## src/rtl/down_counter_sync.sv

```systemverilog
// Synchronous loadable down-counter with registered one-cycle terminal-count pulse.
// Define DOWN_COUNTER_RELOAD_EN for auto-reload mode; default build is one-shot.
module down_counter_sync #(
   parameter int unsigned WIDTH = 4
) (
   input  logic             clk,
   input  logic             rst,
   input  logic             load,
   input  logic [WIDTH-1:0] load_val,
   input  logic             en,
   output logic [WIDTH-1:0] Q,
   output logic             tc,
   output logic             busy
);

   localparam logic [WIDTH-1:0] One  = {{(WIDTH-1){1'b0}}, 1'b1};
   localparam logic [WIDTH-1:0] Zero = '0;

   typedef enum logic [0:0] {StIdle, StRun} state_e;

   state_e           state_q, state_d;
   logic [WIDTH-1:0] cnt_q, cnt_d;
   logic [WIDTH-1:0] rld_q, rld_d;
   logic             tc_q, tc_d;

   always_ff @(posedge clk or posedge rst) begin
      if (rst) begin
         state_q <= StIdle;
         cnt_q   <= Zero;
         rld_q   <= Zero;
         tc_q    <= 1'b0;
      end else begin
         state_q <= state_d;
         cnt_q   <= cnt_d;
         rld_q   <= rld_d;
         tc_q    <= tc_d;
      end
   end

   // Load wins over enable; a decrement coinciding with a load is dropped.
   always_comb begin
      state_d = state_q;
      cnt_d   = cnt_q;
      rld_d   = rld_q;
      tc_d    = 1'b0;
      if (load) begin
         cnt_d   = load_val;
         rld_d   = load_val;
         state_d = (load_val != Zero) ? StRun : StIdle;
      end else if (state_q == StRun && en) begin
         if (cnt_q > One) begin
            cnt_d = cnt_q - One;
         end else begin
            tc_d = 1'b1;
`ifdef DOWN_COUNTER_RELOAD_EN
            cnt_d = rld_q;
`else
            cnt_d   = Zero;
            state_d = StIdle;
`endif
         end
      end
   end

`ifndef DOWN_COUNTER_RELOAD_EN
   // Reload value is only consumed in auto-reload builds.
   logic unused_rld;
   assign unused_rld = ^rld_q;
`endif

   assign Q    = cnt_q;
   assign tc   = tc_q;
   assign busy = (state_q == StRun);

endmodule

```

## config.mk

```make
export PLATFORM = sky130hd
export DESIGN_NAME = down_counter_sync
export DESIGN_NICKNAME = d
export VERILOG_FILES = /design/src/rtl/down_counter_sync.sv
export SDC_FILE = /design/constraint.sdc
export NUM_CORES = 1
export LEC_CHECK = 0
export CAP_MARGIN = 0
export CORE_AREA = 2 2 39 41
export CTS_CLUSTER_SIZE = 40
export DETAILED_ROUTE_END_ITERATION = 12
export DIE_AREA = 0 0 41 43
export PLACE_DENSITY = 0.65
export SLEW_MARGIN = 10
export SYNTH_ARGS = -nofsm -noshare
export SYNTH_HDL_FRONTEND = slang
export SYNTH_SLANG_ARGS = --single-unit
```

## constraint.sdc

```tcl
create_clock -name clk -period 1.2 [get_ports clk]
set_input_delay 0.24 -clock clk [delete_from_list [all_inputs] [get_ports clk]]
set_output_delay 0.24 -clock clk [all_outputs]
set_load 0.005 [all_outputs]
```

== After elaboration in Yosys (flattened, before gate mapping) ==
Index checks and enable logic that the tools add are counted.

* Logic and storage cells: 20
* Register bits: 6
* Latch bits: 0
* RAM bits: 0
* Memories: 0
* Output and inout bits: 6
* ROM bits: 0

* Reductions and logical operators: 4
* Eq/ne operators: 1
* Shift-type cells: 0
* Add/sub/neg operators: 1
* Multiplexer cells: 10
* Div/mod/pow operators: 0
* $mul: 0
* Order comparisons: 1
* Bitwise gates (word level): 0

{| class="wikitable"
|+ Operators with widths
! cell !! number
|-
| 2-to-1 mux 4 bit || 3
|-
| 2-to-1 mux 1 bit || 7
|-
| > comparator 4 x 1 -> 1 bit (second input constant) || 1
|-
| nonzero test 4 bit || 1
|-
| subtractor 4 x 1 -> 4 bit (second input constant) || 1
|-
| != test 2 bit (second input constant) || 1
|-
| AND reduction 2 bit || 1
|-
| nonzero test 2 bit || 1
|-
| logical AND 1 bit || 1
|}

== Logic depth before layout (Yosys ltp) ==
Gate-level depths: netlist of the first run.

* Depth in word-level cells: 4
* Gate-level depth with buffers: 5
* Gate-level depth less buffers: 5

== Least setup slack after synthesis of the first run ==
Ideal clock, no wire load.

* Path type: reg-to-reg
* Start: register cnt_q[0] (netlist: Q[0])
* End: register tc_q (netlist: tc)
* Stages on the path, launching flop included: 6
* Data arrival time: 1.161 ns
* Library setup time: 0.080 ns
* Setup slack: -0.042 ns
* Data required time: 1.120 ns
* Period minus slack after synthesis: 1.242 ns
* Path through: dfrtp_1 inv_1 ha_1 nor2_1 or3_1 nor3_2

* Longest elaborated chain between the ends: 4

{| class="wikitable"
|+ RTL lines
! what !! RTL line !! source
|-
| start, declared || 22 || <nowiki>logic [WIDTH-1:0] cnt_q, cnt_d;</nowiki>
|-
| start signal, assigned || 29 || <nowiki>cnt_q <= Zero;</nowiki>
|-
| start signal, assigned || 34 || <nowiki>cnt_q <= cnt_d;</nowiki>
|-
| > comparator 4 x 1 -> 1 bit || 51 || <nowiki>if (cnt_q > One) begin</nowiki>
|-
| 2-to-1 mux 1 bit || 51 ||
|-
| 2-to-1 mux 1 bit || 50 || <nowiki>end else if (state_q == StRun && en) begin</nowiki>
|-
| 2-to-1 mux 1 bit || 46 || <nowiki>if (load) begin</nowiki>
|-
| named net tc_d || 24 || <nowiki>logic tc_q, tc_d;</nowiki>
|-
| end signal, assigned || 36 || <nowiki>tc_q <= tc_d;</nowiki>
|-
| end, declared || 24 ||
|}

The timed path passes the listed nets, and every way through them passes these cells.
A chain may end at the register's enable or synchronous reset.

== Worst setup path after layout of the first run ==
* Start: register cnt_q[0] (netlist: Q[0])
* End: register cnt_q[3] (netlist: Q[3])

* Longest elaborated chain between the ends: 4
* Elaborated cells on any way between the ends: 5
* Classes of those cells: 1 x add/sub; 1 x order compare; 3 x mux

{| class="wikitable"
|+ RTL lines
! what !! RTL line
|-
| subtractor 4 x 1 -> 4 bit or > comparator 4 x 1 -> 1 bit (tied branches) || 52, 51
|-
| 2-to-1 mux 4 bit (*) || 51
|-
| 2-to-1 mux 4 bit (*) || 50
|-
| 2-to-1 mux 4 bit (*) || 46
|}

Every way passes the cells marked *; elsewhere a longest branch is shown, timed or not. The select of a mux whose other input is x is not followed.

==> results of run 1 <==
worst paths after layout:
path | startpoint | endpoint | slack (ns)
max | Q[0]$_DFFE_PP0P_ | Q[3]$_DFFE_PP0P_ | -0.02
min | rst | tc$_DFF_PP0_ | 0.24
max reg2reg | Q[0]$_DFFE_PP0P_ | Q[3]$_DFFE_PP0P_ | -0.02
min reg2reg | busy$_DFFE_PP0P_ | busy$_DFFE_PP0P_ | 0.65
max in group asynchronous | rst | Q[0]$_DFFE_PP0P_ | 0.74
min in group clk | load_val[2] | Q[2]$_DFFE_PP0P_ | 0.57
cells in the mapped netlist (all sizes together):
cell type / count / share of area [%]
inv: 7 / 7.1
dfrtp: 6 / 41
a21oi: 2 / 2.7
a2bb2oi: 2 / 4.8
ha: 2 / 6.8
nand2: 2 / 2.0
nor2: 2 / 2.0
nor3: 2 / 5.4
o21ai: 2 / 2.7
o311ai: 2 / 4.8
o41ai: 2 / 4.8
a21o: 1 / 2.0
a31oi: 1 / 1.7
and2: 1 / 1.7
and2b: 1 / 2.4
mux2i: 1 / 2.7
nand3: 1 / 1.4
o2111ai: 1 / 2.4
or3: 1 / 1.7
routing by layer:
| layer | share of wire [%] | vias to the layer above |
|---|---|---|
| met3 | 2.5 | 2 |
| li1 | - | 202 |
| met2 | 49 | 9 |
| met1 | 47 | 165 |
| met4 | 1.2 | 0 |
| met5 | 0 | - |
stage by stage:
stage | TNS [ns] | area [um^2] | hold slack, ns | std cells | total power [uW]
2_1_floorplan | -0.09658 | 367.9 | 0.03096 | 39 | 322.0
3_3_place_gp | -0.7922 | 593.1 | 0.4800 | 78 | 448.2
3_5_place_dp | -0.8401 | 593.1 | 0.5018 | 78 | 452.0
4_1_cts | -0.1125 | 668.1 | 0.2395 | 83 | 680.3
5_1_grt | -0.2767 | 693.2 | 0.2354 | 83 | 741.4
6_report | -0.03632 | 693.2 | 0.2362 | 83 | 692.1
sequential cells by signal (all words and copies together), names as in the netlist:
name	flops
Q	4
busy	1
tc	1
power by group through the flow:
stage | combinational, uW | clock [uW] | sequential, uW
after floorplan | 72.5 | 0 | 249
final | 270 | 185 | 237
after global placement | 212 | 0 | 236
after detailed placement | 215 | 0 | 237
after CTS | 251 | 194 | 235
after global routing | 294 | 207 | 240
final cells by class:
cell class / count / area share, %
flip-flops and latches: 6 / 21.84
multi-input cells: 26 / 35.92
well taps: 16 / 2.888
inverters: 7 / 3.791
repair buffers: 25 / 32.31
clock buffers: 3 / 3.249
logic make-up (layout without fill, tap and decap cells):
kind of cell               count (synthesis)  count (layout)  share of synthesized area, %
buffers and inverters                      7              35                         7.144
and+or+nand+nor                           10              10                         16.67
adders and majority gates                  2               2                         6.802
AOI/OAI and AO/OA                         13              13                         25.86
DFF                                        6               6                         40.82
muxes                                      1               1                         2.721
worst max-delay path: stages (launching register included):
cell	delay, ns
dfrtp_2	0.43
buf_6	0.13
ha_4	0.15
nor2_4	0.14
o2111ai_2	0.11
a31oi_1	0.18
repair_timing:
action	CTS	global route
pin swaps	6	4
hold buffers	0	0
resized for setup	20	9
setup endpoints to repair	12	8
hold endpoints to repair	0	0
setup buffers	2	1
==> results.toml, run 1 <==
[outcome]
status = "finished with violations"
failed_checks = "setup timing"

[clock_network]
cts_sinks = 6
cts_buffer_depth = 2
tritoncts = "yes"
cts.reportedPaths.clkPinSlew_ns = 0.05
clk_latency_ns = 0.24
numCtsBuffers = 3
clockRootBuffer = "clkbuf_4"
htree_num_levels = 1

[grt]
grt_pass1_vias = 386
met2_usage_pct = 18.75
grt_pass1_wl_um = 1511
antenna_found_initial = 0
gr-total-overflow = 0
globalRouteMet1Util_pct = 17.11
grt_use_total_pct = 13.14
grt-busiest-layer = "met2"
grt_max_degree = 9
use_met3_pct = 1.571

[power_and_ir_drop]
seq_power_share_pct = 34.3
power_leakage_uw = 0.0003236
pwr-share-clk_pct = 26.7
p_per_area_nw_per_um2 = 998.5
p_sw_share_pct = 29.95
p_sw_uw = 207.3
ir_worst_vdd_v = 0.0006178
comb_power_share_pct = 39.0
intPower_uw = 484.8

[finish]
nNetsFinal = 79
multi_input_area_um2 = 249.0
diodes = 0
layout_commonest_cell = "buf_4"
layout.area.seq_um2 = 151.4
area_growth_pct = 88.44
final_util_pct = 50.09
final_cell_mix = "8 x buf_4, 7 x clkdlybuf4s50_1, 5 x dfrtp_1, 5 x inv_1, 5 x dlygate4sd2_1"
n_fill_cell = 139
drive_above_1_share_pct = 41.79

[placed_design]
hpwl_um = 747.2
portBuffers = 13
dp_slack_ns = -0.1721
gp_congestion = 0.7881

[worst_setup_path]
cp_max_fo = 5
reg2reg_depth = 5
worst-setup-path-type = "reg2reg"
endpoint_kind = "register"
startpoint_type = "register"
arrival_ns = 1.38
required_ns = 1.36

[logic_synthesis]
syn_nets = 49
synth_cell_types = 19
syn_inst = 39
syn_avg_cell_area_um2 = 9.432
yosysWarnings = 0
syn_area_um2 = 367.9
ys_seq_area_share_pct = 40.82
postSynthRegisterBits = 6

[routing]
routedWlPerCell_um = 11.06
drc = 0
drt-vias-per-instance = 4.554
wl_um = 918
ant_nets = 0
vias = 378
drtIter0Drc = 1
dr.pass1.iters = 2

[sta]
finalSetupViolCount = 2
fin_crit_ns = 1.224
slew_viol_final = 0
setup_slack_ns = -0.02384
max_slew_margin_pct = 83.32
fin_skew_ns = 0.005643
max_freq_ghz = 0.8171
fin_crit_sh_pct = 102.0
grt_setup_unrepaired = "true"
tightest_slew_ns = 0.2463
hold_viol = 0

[floorplan]
rows = 14
io_pins = 14
die_h_um = 43
fp.dieW_um = 41
die_area_um2 = 1763
initial_core_util_pct = 26.58
core_um2 = 1384

[run]
cap_violations = 0

[hold_path]
hp-class = "in2async"
Note: power is estimated with default switching activity, not from simulation.
==> run 2, diff against run 1 <==
--- a/config.mk
+++ b/config.mk
@@ -6,11 +6,12 @@
 export NUM_CORES = 1
 export LEC_CHECK = 0
 export CAP_MARGIN = 0
-export CORE_AREA = 2 2 39 41
+export CELL_PAD_IN_SITES_DETAIL_PLACEMENT = 1
+export CELL_PAD_IN_SITES_GLOBAL_PLACEMENT = 1
+export CORE_UTILIZATION = 26
 export CTS_CLUSTER_SIZE = 40
 export DETAILED_ROUTE_END_ITERATION = 12
-export DIE_AREA = 0 0 41 43
-export PLACE_DENSITY = 0.65
+export PLACE_DENSITY = 0.77
 export SLEW_MARGIN = 10
 export SYNTH_ARGS = -nofsm -noshare
 export SYNTH_HDL_FRONTEND = slang
==> run 2 against run 1 <==
  * Non-clock buffer count unchanged
  * Cell count down 1.2%
  * Critical path depth unchanged
  * The flow still finishes with violations (setup timing)
  * Worst hold slack worse by 0.011 ns
  * Setup slack worse by 0.054 ns
  * Largest cell class unchanged
  * Register-to-register slack worse by 0.05 ns
  * Design area up 3.2%
  * Maximum frequency down 4.2%
  * Sequential power about the same
  * Global-route usage up 6.5 points
==> results.toml, run 2 (synthesis results as in run 1) <==
[outcome]
status = "finished with violations"
failed_checks = "setup timing"

[clock_network]
cts_sinks = 6
cts_buffer_depth = 2
htree_num_levels = 1
numCtsBuffers = 3
tritoncts = "yes"
cts.reportedPaths.clkPinSlew_ns = 0.05
clk_latency_ns = 0.26
clockRootBuffer = "clkbuf_4"

[worst_setup_path]
cp_max_fo = 5
r2r_slack_ns = -0.08
arrival_ns = 1.46
cp-startpoint = "Q[0]$_DFFE_PP0P_"
r2r-end = "Q[3]$_DFFE_PP0P_"
reg2reg_depth = 5
r2r-start = "Q[0]$_DFFE_PP0P_"
worst-setup-path-type = "reg2reg"
required_ns = 1.38
endpoint_kind = "register"
startpoint_type = "register"

[routing]
drc = 0
vias = 422
dr_wl_met3_um = 42
drt-vias-per-instance = 5.146
wl_um = 1266
dr.pass1.iters = 5
m1WireLength_um = 567
dr.max_layer_used = "met4"
met2WireLength_um = 635
routedWlPerCell_um = 15.44
drtIter0Drc = 2
ant_nets = 0

[hold_path]
hp-class = "in2async"

[sta]
tightest_slew_ns = 0.3156
hold_viol = 0
fin_crit_sh_pct = 106.5
slew_viol_final = 0
max_slew_margin_pct = 78.93
grt_setup_unrepaired = "true"
max_freq_ghz = 0.7828
holdWs_ns = 0.2249
fin_crit_ns = 1.277
setup_slack_ns = -0.07745
finalSetupViolCount = 5
fin_skew_ns = 0.009616

[finish]
diodes = 0
n_fill_cell = 157
largest_reg_flops = 4
final_cell_mix = "9 x buf_4, 7 x clkdlybuf4s50_1, 5 x inv_1, 5 x dlygate4sd2_1"
nNetsFinal = 79
layout_commonest_cell = "buf_4"
drive_above_1_share_pct = 50.75
area_growth_pct = 94.56

[power_and_ir_drop]
p_per_area_nw_per_um2 = 1030
p_total_uw = 737.2
power_leakage_uw = 0.0003168
ir_worst_vdd_v = 0.0004973

[floorplan]
core_um2 = 1301
fp.dieW_um = 39.62
die_area_um2 = 1569
die_h_um = 39.62
rows = 13
io_pins = 14
initial_core_util_pct = 28.27

[placed_design]
portBuffers = 13
gp_congestion = 0.7853
hpwl_um = 862.6

[grt]
gr-total-overflow = 0
grt_pass1_wl_um = 1952
grt_pass1_vias = 445
antenna_found_initial = 0
grt_max_degree = 8
grt_use_total_pct = 19.67

[run]
cap_violations = 0
==> run 2: cell types whose count changed in the layout (fill, tap and decap cells not counted) <==
cell,previous run,this run
dfrtp_1,5,3
dfrtp_2,1,3
o311ai_1,2,0
o311ai_2,0,2
a2bb2oi_1,2,1
a2bb2oi_2,0,1
buf_4,8,9
buf_6,4,3
mux2i_1,1,0
mux2i_2,0,1
==> run 2: layout make-up <==
| type | instances | area (um^2) | share of cell area (%) |
|---|---|---|---|
| inverters | 7 | 26.28 | 3.671 |
| clock buffers | 3 | 22.52 | 3.147 |
| repair buffers | 25 | 220.2 | 30.77 |
| well taps | 15 | 18.77 | 2.622 |
| flip-flops and latches | 6 | 153.9 | 21.50 |
| multi-input cells | 26 | 274.0 | 38.29 |
==> run 2: timing repair <==
action                     in CTS  in global routing
hold buffers                    0                  0
setup endpoints to repair      12                  8
pin swaps                       9                  3
resized for setup              30                  4
buffers inserted                3                  0
==> run 2: metrics by stage <==
stage          TNS [ns]  setup WS [ns]  instances  cell area, um^2  utilization (%)
2_1_floorplan  -0.09658       -0.04177         39            367.9                -
3_3_place_gp    -0.8027        -0.1978         76            584.3            44.90
3_5_place_dp     -1.070        -0.2151         76            584.3            44.90
4_1_cts         -0.2455       -0.08784         82            710.7            54.62
5_1_grt         -0.6737        -0.1285         82            715.7            55.00
6_report        -0.2640       -0.07745         82            715.7            55.00
==> run 2: worst max-delay path by stage <==
| stage | to | depth (start not counted) |
|---|---|---|
| after global routing | Q[3]$_DFFE_PP0P_ | 5 |
| after global placement | busy$_DFFE_PP0P_ | 4 |
| after floorplan | tc$_DFF_PP0_ | 5 |
| after CTS | tc$_DFF_PP0_ | 5 |
| after detailed placement | Q[0]$_DFFE_PP0P_ | 4 |
| final | Q[3]$_DFFE_PP0P_ | 5 |
==> run 2: critical path, cell delays in order (launching register included) <==
cell,delay [ns]
dfrtp_2,0.43
buf_6,0.13
ha_4,0.15
nor2_4,0.18
o2111ai_2,0.13
a31oi_1,0.17
==> run 2: power breakdown <==
group          switching (uW)  internal [uW]
Sequential               13.5            223
Clock                    86.0            114
Combinational             145            155
==> run 2: metal layers <==
layer / GRT usage [%] / vias to the layer above
li1: - / 200
met1: 23.96 / 208
met2: 32.38 / 12
met3: 5.114 / 2
met4: 7.759 / 0
met5: 0 / -
==> run 3, diff against run 2 <==
--- a/config.mk
+++ b/config.mk
@@ -8,6 +8,7 @@
 export CAP_MARGIN = 0
 export CELL_PAD_IN_SITES_DETAIL_PLACEMENT = 1
 export CELL_PAD_IN_SITES_GLOBAL_PLACEMENT = 1
+export CORE_MARGIN = 5
 export CORE_UTILIZATION = 26
 export CTS_CLUSTER_SIZE = 40
 export DETAILED_ROUTE_END_ITERATION = 12
==> run 3 against run 2 <==
  * The run still ends with setup timing left
  * Wire length decreased by 10%
  * Design area shrank 4.9%
  * Total power shrank 6.6%
  * Die area increased by 44%
  * Critical endpoint is now Q[0]$_DFFE_PP0P_
  * Largest cell class unchanged
  * Largest power group unchanged
  * Highest routed layer is now met3
==> results.toml, run 3 (synthesis results as in run 1) <==
[outcome]
status = "finished with violations"
failed_checks = "setup timing"

[sta]
finalSetupViolCount = 3
setup_slack_ns = -0.05952
max_freq_ghz = 0.7940
fin_crit_sh_pct = 105.0
max_slew_margin_pct = 81.68
grt_setup_unrepaired = "true"
slew_viol_final = 0
tightest_slew_ns = 0.2713
holdWs_ns = 0.2216
fin_crit_ns = 1.260
fin_skew_ns = 0.005613
hold_viol = 0

[grt]
grt_pass1_wl_um = 1773
grt_max_degree = 9
gr-total-overflow = 0
grt_use_total_pct = 11.55
antenna_found_initial = 0
grt_pass1_vias = 430

[placed_design]
hpwl_um = 826.3
portBuffers = 13
gp_congestion = 0.6986
place_area_um2 = 576.8
place_inst = 75
dp_slack_ns = -0.2133

[finish]
diodes = 0
nNetsFinal = 78
area_growth_pct = 85.03
instances_no_fill = 81
final_cell_mix = "11 x buf_4, 7 x clkdlybuf4s50_1, 5 x inv_1, 5 x dlygate4sd2_1, 4 x dfrtp_1"
drive_above_1_share_pct = 46.97
design_area_um2 = 680.7
largest_reg_flops = 4
layout_commonest_cell = "buf_4"

[power_and_ir_drop]
power_leakage_uw = 0.0003074
ir_worst_vdd_v = 0.0004304
p_per_area_nw_per_um2 = 1012

[hold_path]
hp-class = "in2async"

[floorplan]
fp.dieW_um = 47.62
rows = 13
io_pins = 14
core_um2 = 1318
die_h_um = 47.62
die_area_um2 = 2267
initial_core_util_pct = 27.92

[clock_network]
clk_latency_ns = 0.24
numCtsBuffers = 3
cts_buffer_depth = 2
hold_buffers = 0
cts_sinks = 6
clockRootBuffer = "clkbuf_4"
cts.reportedPaths.clkPinSlew_ns = 0.05
tritoncts = "yes"
htree_num_levels = 1

[worst_setup_path]
crit_chain = "inv_2 -> ha_4 -> nor2_4 -> o311ai_2 -> a2bb2oi_1"
required_ns = 1.32
cpPeakStageDelay_ns = 0.44
r2r-end = "Q[0]$_DFFE_PP0P_"
arrival_ns = 1.38
worst-setup-path-type = "reg2reg"
r2r-start = "Q[0]$_DFFE_PP0P_"
cp_max_fo = 5
path_buf_inv = 1
endpoint_kind = "register"
cpMaxStageDelayCell = "dfrtp_2"
reg2reg_depth = 5
crit_family = "flip-flops"
startpoint_type = "register"
r2r_slack_ns = -0.06

[run]
cap_violations = 0

[routing]
drtIter0Drc = 3
drt-vias-per-instance = 5.012
ant_nets = 0
routedWlPerCell_um = 14.07
drc = 0
vias = 406
wl_um = 1140
dr.pass1.iters = 4
[run 3: how the worst max path moves through the flow]
stage,from,end,cells past startpoint
3_5_place_dp,en,busy$_DFFE_PP0P_,4
5_1_grt,Q[0]$_DFFE_PP0P_,Q[0]$_DFFE_PP0P_,5
4_1_cts,Q[0]$_DFFE_PP0P_,Q[3]$_DFFE_PP0P_,5
2_1_floorplan,Q[0]$_DFFE_PP0P_,tc$_DFF_PP0_,5
3_3_place_gp,en,busy$_DFFE_PP0P_,4
6_report,Q[0]$_DFFE_PP0P_,Q[0]$_DFFE_PP0P_,5
[run 3: layout make-up]
cell class                 instances  area, um^2
clock buffer                       3       22.52
fill                             161       636.9
inverter                           7       26.28
multi-input combinational         26       259.0
sequential                         6       152.6
tap                               15       18.77
timing repair buffer              24       201.4
[run 3: what timing repair did]
item / 4_1_cts / 5_1_grt
buffers inserted: 2 / 1
pin swaps: 7 / 3
resized for setup: 24 / 4
setup endpoints to repair: 12 / 8
gates cloned: 0 / 0
[run 3: layer usage]
layer	wire length (um)	global-route usage (%)	vias to the layer above
li1	-	-	197
met1	480	12.02	202
met2	619	21.39	7
met3	40	4.511	0
met4	0	3.226	0
met5	0	0	-
[run 3: where the power goes]
part / switching (uW) / internal [uW] / leakage (uW)
Combinational: 124 / 139 / 0.000224
Sequential: 14.7 / 223 / 0.0000692
Clock: 74.0 / 113 / 0.0000138
[run 3: metrics by stage]
step                      util, %  TNS (ns)  power [uW]
after global routing        51.66   -0.3834       740.0
final                       51.66   -0.1044       688.8
after CTS                   50.62   -0.1545       679.7
after floorplan                 -  -0.09658       322.0
after global placement      43.78   -0.7691       440.3
after detailed placement    43.78   -0.9246       444.6
